<file path="src/rtl/uart_rx_axis.sv">
// UART receiver (8N1, 5..8 data bits) with an AXI4-Stream one-entry output.
// Define UART_RX_PARITY_EN to add an even-parity bit and the parity_err port.
module uart_rx_axis #(
    parameter int CLK_FREQ  = 100000000,
    parameter int BAUD_RATE = 9600,
    parameter int DATA_BITS = 8
) (
    input  logic       aclk,
    input  logic       aresetn,
    input  logic       rx,
    output logic [7:0] m_axis_tdata,
    output logic       m_axis_tvalid,
    input  logic       m_axis_tready,
    output logic       framing_err,
    output logic       overrun_err,
`ifdef UART_RX_PARITY_EN
    output logic       parity_err,
`endif
    output logic       busy
);

    localparam int CPB = CLK_FREQ / BAUD_RATE;
    localparam int CW  = $clog2(CPB);
    localparam int IW  = $clog2(DATA_BITS);

    localparam logic [CW-1:0] HALF     = CW'(CPB / 2 - 1);
    localparam logic [CW-1:0] LAST     = CW'(CPB - 1);
    localparam logic [IW-1:0] LAST_BIT = IW'(DATA_BITS - 1);

    typedef enum logic [2:0] {
        S_IDLE,
        S_START,
        S_DATA,
`ifdef UART_RX_PARITY_EN
        S_PARITY,
`endif
        S_STOP
    } state_t;

    state_t state_q, state_d;

    logic [CW-1:0]        cnt_q, cnt_d;
    logic [IW-1:0]        idx_q, idx_d;
    logic [DATA_BITS-1:0] shift_q, shift_d;

    logic rx_m, rx_s, rx_q;
    logic done;
    logic good;
    logic ferr;
    logic accept;

    // rx_q is the previous rx_s, used only for falling-edge detection
    always_ff @(posedge aclk or negedge aresetn) begin
        if (!aresetn) begin
            rx_m <= 1'b1;
            rx_s <= 1'b1;
            rx_q <= 1'b1;
        end else begin
            rx_m <= rx;
            rx_s <= rx_m;
            rx_q <= rx_s;
        end
    end

`ifdef UART_RX_PARITY_EN
    logic par_q, par_d;
    logic perr;
`endif

    always_ff @(posedge aclk or negedge aresetn) begin
        if (!aresetn) begin
            state_q <= S_IDLE;
            cnt_q   <= '0;
            idx_q   <= '0;
            shift_q <= '0;
`ifdef UART_RX_PARITY_EN
            par_q   <= 1'b0;
`endif
        end else begin
            state_q <= state_d;
            cnt_q   <= cnt_d;
            idx_q   <= idx_d;
            shift_q <= shift_d;
`ifdef UART_RX_PARITY_EN
            par_q   <= par_d;
`endif
        end
    end

    always_comb begin
        state_d = state_q;
        cnt_d   = cnt_q + 1'b1;
        idx_d   = idx_q;
        shift_d = shift_q;
        done    = 1'b0;
`ifdef UART_RX_PARITY_EN
        par_d   = par_q;
`endif
        unique case (state_q)
            S_IDLE: begin
                cnt_d = '0;
                idx_d = '0;
                if (rx_q && !rx_s) begin
                    state_d = S_START;
                end
            end
            S_START: begin
                if (cnt_q == HALF) begin
                    cnt_d   = '0;
                    state_d = rx_s ? S_IDLE : S_DATA;
                end
            end
            S_DATA: begin
                if (cnt_q == LAST) begin
                    cnt_d   = '0;
                    shift_d = {rx_s, shift_q[DATA_BITS-1:1]};
                    idx_d   = idx_q + 1'b1;
                    if (idx_q == LAST_BIT) begin
`ifdef UART_RX_PARITY_EN
                        state_d = S_PARITY;
`else
                        state_d = S_STOP;
`endif
                    end
                end
            end
`ifdef UART_RX_PARITY_EN
            S_PARITY: begin
                if (cnt_q == LAST) begin
                    cnt_d   = '0;
                    par_d   = rx_s;
                    state_d = S_STOP;
                end
            end
`endif
            S_STOP: begin
                // back to IDLE in the sample cycle so a back-to-back start is seen
                if (cnt_q == LAST) begin
                    cnt_d   = '0;
                    done    = 1'b1;
                    state_d = S_IDLE;
                end
            end
            default: begin
                cnt_d   = '0;
                state_d = S_IDLE;
            end
        endcase
    end

`ifdef UART_RX_PARITY_EN
    assign perr = done && ((^shift_q) != par_q);
    assign good = done && rx_s && !perr;
`else
    assign good = done && rx_s;
`endif

    assign ferr   = done && !rx_s;
    assign accept = good && (!m_axis_tvalid || m_axis_tready);
    assign busy   = (state_q != S_IDLE);

    always_ff @(posedge aclk or negedge aresetn) begin
        if (!aresetn) begin
            m_axis_tdata  <= '0;
            m_axis_tvalid <= 1'b0;
            framing_err   <= 1'b0;
            overrun_err   <= 1'b0;
`ifdef UART_RX_PARITY_EN
            parity_err    <= 1'b0;
`endif
        end else begin
            framing_err <= ferr;
            overrun_err <= good && !accept;
`ifdef UART_RX_PARITY_EN
            parity_err  <= perr;
`endif
            if (accept) begin
                m_axis_tdata  <= 8'(shift_q);
                m_axis_tvalid <= 1'b1;
            end else if (m_axis_tready) begin
                m_axis_tvalid <= 1'b0;
            end
        end
    end

endmodule
</file>
<file path="config.mk">
export PLATFORM = sky130hd
export DESIGN_NAME = uart_rx_axis
export DESIGN_NICKNAME = d
export VERILOG_FILES = /design/src/rtl/uart_rx_axis.sv
export SDC_FILE = /design/constraint.sdc
export NUM_CORES = 1
export LEC_CHECK = 0
export ABC_CLOCK_PERIOD_IN_PS = 2050
export CAP_MARGIN = 0
export CORE_UTILIZATION = 45
export CTS_CLUSTER_SIZE = 28
export DETAILED_ROUTE_END_ITERATION = 10
export SYNTH_ARGS = -nofsm -noshare
export SYNTH_HDL_FRONTEND = slang
export SYNTH_SLANG_ARGS = --single-unit
</file>
<file path="constraint.sdc">
create_clock -name aclk -period 2.05 [get_ports aclk]
set_input_delay 0.3075 -clock aclk [delete_from_list [all_inputs] [get_ports aclk]]
set_output_delay 0.3075 -clock aclk [all_outputs]
set_load 0.05 [all_outputs]
</file>
==> results by group <==
Critical path
  • Launching element of the worst setup path: cnt_q[0]
  • Data arrival time of the critical path: 2.11 ns
  • Class of the most critical setup path: reg -> reg
  • Timing endpoint of the critical path: shift_q[4]
  • Required time at the endpoint of the critical path: 2.22 ns
  • R2r startpoint: cnt_q[0]
  • Number of buffers and inverters on the critical path: 1
  • R2r setup slk: 0.11 ns
  • Cell depth of the worst setup path: 6
  • Category of cells accounting for the largest share of critical-path delay: simple AND/OR/NAND/NOR gates
  • Cells traversed along the worst timing path: ha_1 > and4_2 > and4_1 > buf_4 > nand3_4 > mux2_2
  • Destination of the worst register-to-register timing path: shift_q[4]
  • Startpoint type of the worst setup path: flop
  • Cell count of the worst reg-to-reg path: 6
  • Largest fanout on the critical path: 9
  • Critical path's largest stage delay: 0.41 ns
  • Critical Path Slowest Stage Cell: dfrtp_1
  • Capturing element type of the critical path: flop

Pwr
  • Pwr Density: 834 nW/um2
  • Peak supply drop: 0.000505 V
  • Static Leak: 1.02 nW

Timing
  • Final worst hold slack: 0.357 ns
  • Final setup vio count: 0
  • Min Tclk post-route: 1.94 ns
  • Transition at the pin with the smallest max-transition slack: 0.494 ns
  • Post-route clock period utilization: 0.946
  • Final-report hold violation count: 0
  • Number of max-slew violations in the final report: 0
  • Peak Freq: 516 MHz
  • Headroom to the max-slew limit: 0.670
  • Max Clock Skew: 0.00583 ns
  • Setup TNS Final: 0 ns
  • Unrepaired setup endpoints after global routing: false

Worst hold path
  • Path category of the worst min-delay check: reg -> reg

Detailed routing
  • Iter 0 DRT Violations: 69
  • Routed WL: 3070 um
  • Detailed-route wire length per cell: 13.7 um
  • Detail-routed via count per cell: 5.31
  • DRC violations left: 0
  • Via Count: 1189
  • Number of antenna-violating nets in the routed design: 0
  • Number of optimization iterations in the first detailed-route pass: 4

Final layout
  • Sequential Area: 1030 um2
  • Post-Layout Cell Count: 224
  • Ratio of cells with drive above 1 in the final layout: 0.244
  • Total Nets Final: 182
  • Layout Utilization: 0.580
  • Fill cell total of the finished layout: 326
  • Layout Area Growth over Synthesis: 18.9%
  • Antenna diode instance count: 0
  • Combined area of the multi-input logic cells: 785 um2

GRT
  • Total overflow reported by the global router: 0
  • First-pass GRT wire length: 5660 um
  • Vias in the first global route: 1233
  • Total Routing Usage GR: 0.174
  • Largest net degree at the start of global routing: 42
  • Number of antenna violations at the first check in global routing: 0

Synth
  • Cell Area, Synth: 1850 um2
  • Unique masters post-synth: 35
  • Fraction of the yosys area taken by sequential cells: 0.555
  • Mapped Avg Cell Area: 12.2 um2
  • Number of warnings reported in the yosys synthesis log: 0
  • Number of flip-flops and latches in the synthesized netlist: 41
  • Cells after synthesis: 152
  • Syn nets: 159

CTS
  • Root Buffer Master: clkbuf_8
  • Clk slew on worst S/H paths: 0.07 ns
  • Later-pin clock latency in the skew report: 0.28 ns
  • CTS H-tree lvls: 2
  • Maximum root-to-sink buffer count: 2
  • Clock tree from TritonCTS: yes
  • Number of buffers created by CTS: 5
  • Clk sinks: 41
  • Number of buffers inserted to repair setup after CTS: 0

Die
  • Total core area: 3800 um2
  • Placement Rows: 22
  • DIE HEIGHT: 66.2 um
  • Die Outline Area: 4380 um2
  • Die X: 66.2 um
  • Initial Util: 0.488
  • Number of top-level pins: 16

Placement
  • Port buffer count: 15
  • Half-perimeter wire length of the detailed placement result: 2120 um
  • Final weighted congestion in routability-driven placement: 0.760
  • Number of placed cells counting well taps: 215

Job
  • Maximum Capacitance Violations: 0

Run status
  • Run status: finished clean
## what timing repair did
item / 4_1_cts / 5_1_grt
gates resized for setup: 0 / 1
hold endpoints to repair: 38 / 0
setup endpoints to repair: 0 / 4
hold buffers: 1 / 0
## report_power, final
group	internal [mW]	switching, mW	total, mW
clock	0.397	0.256	0.653
sequential	0.848	0.0635	0.911
combinational	0.105	0.171	0.276
total	1.35	0.490	1.84
## cell families (layout without fill, tap and decap cells)
logic type      count (synthesis)  count (layout)  share of synthesized area
xor+xnor                       10              10                     0.0472
flops                          41              41                      0.555
compound gates                 14              14                     0.0506
buf+inv                         7              31                     0.0223
mux                            19              19                      0.115
fa+ha+maj                       3               3                     0.0202
simple gates                   58              58                      0.190
## metal layers
layer / global-route usage / wire length, um
met3: 0.0466 / 113
met1: 0.239 / 1540
met5: 0 / 0
met4: 0.0718 / 22
met2: 0.261 / 1400
## worst min-delay path by stage
| stage | startpoint | end | slack, ns | cells after the start |
|---|---|---|---|---|
| floorplan | aresetn | cnt_q[0] | 0.01 | 0 |
| global placement | aresetn | m_axis_tdata[0] | 0.29 | 2 |
| detailed placement | aresetn | m_axis_tdata[0] | 0.29 | 2 |
| CTS | rx_m | rx_s | 0.36 | 0 |
| global route | rx_m | rx_s | 0.37 | 0 |
| finish | rx_m | rx_s | 0.36 | 0 |
## synth_stat cells, drive strengths merged
cell type	n	area share
mux2i	1	0.0054
o22ai	1	0.0034
nand4	7	0.024
or2	2	0.0067
o21ai	3	0.0081
dfstp	3	0.043
a22o	2	0.0094
inv	1	0.0020
and4	4	0.019
a21boi	1	0.0041
clkbuf	3	0.0061
and3b	1	0.0047
and2	2	0.0067
nor3b	1	0.0041
nand2b	1	0.0034
nand3	7	0.032
ha	3	0.020
nand2	6	0.012
a21oi	4	0.011
xor2	10	0.047
or3	3	0.010
and3	3	0.011
mux2	18	0.11
dfrtp	38	0.51
a22oi	3	0.015
buf	3	0.014
nor2b	3	0.010
nor4b	2	0.0094
nor2	14	0.028
nor3	1	0.0027
nor4bb	1	0.0054
## sequential cells by signal, summed over array words and instances, names as in the netlist, 2 cells and up
name and flops:
shift_q 8, cnt_q 14, idx_q 3, m_axis_tdata 8, state_q 2
## metrics by stage
stage	worst slack (ns)	power [mW]	instance area, um2
final	0.111	1.84	2200
after global routing	0.00314	1.95	2200
after CTS	0.0947	1.87	2200
after detailed placement	0.105	1.20	2080
after global placement	0.171	1.19	2080
after floorplan	0.203	1.11	1850
## cells in the final DEF, fill, tap and decap left out, drive strengths merged
master and instances:
xor2 10, nor3 1, a22oi 3, nor3b 1
buf 8, and4 4, nor4bb 1, dlygate4sd3 1
a21oi 4, inv 1, bufinv 1, mux2i 1
and3b 1, nor2 14, nand4 7, nor2b 3
or3 3, dfrtp 38, nand3 7, nor4b 2
clkbuf 7, or2 2, nand2 6, and2 2
o22ai 1, clkdlybuf4s50 13, ha 3, a22o 2
mux2 18, and3 3, a21boi 1, dfstp 3
nand2b 1, o21ai 3
## cell type report
class | instances | share of cell area
Sequential cell | 41 | 0.467
Timing Repair Buffer | 22 | 0.0953
Tap cell | 48 | 0.0272
Clock inverter | 1 | 0.0136
Multi-Input combinational cell | 104 | 0.356
Inverter | 1 | 0.00170
Clock buffer | 7 | 0.0392
No activity file was read; power rests on OpenSTA's default activity.
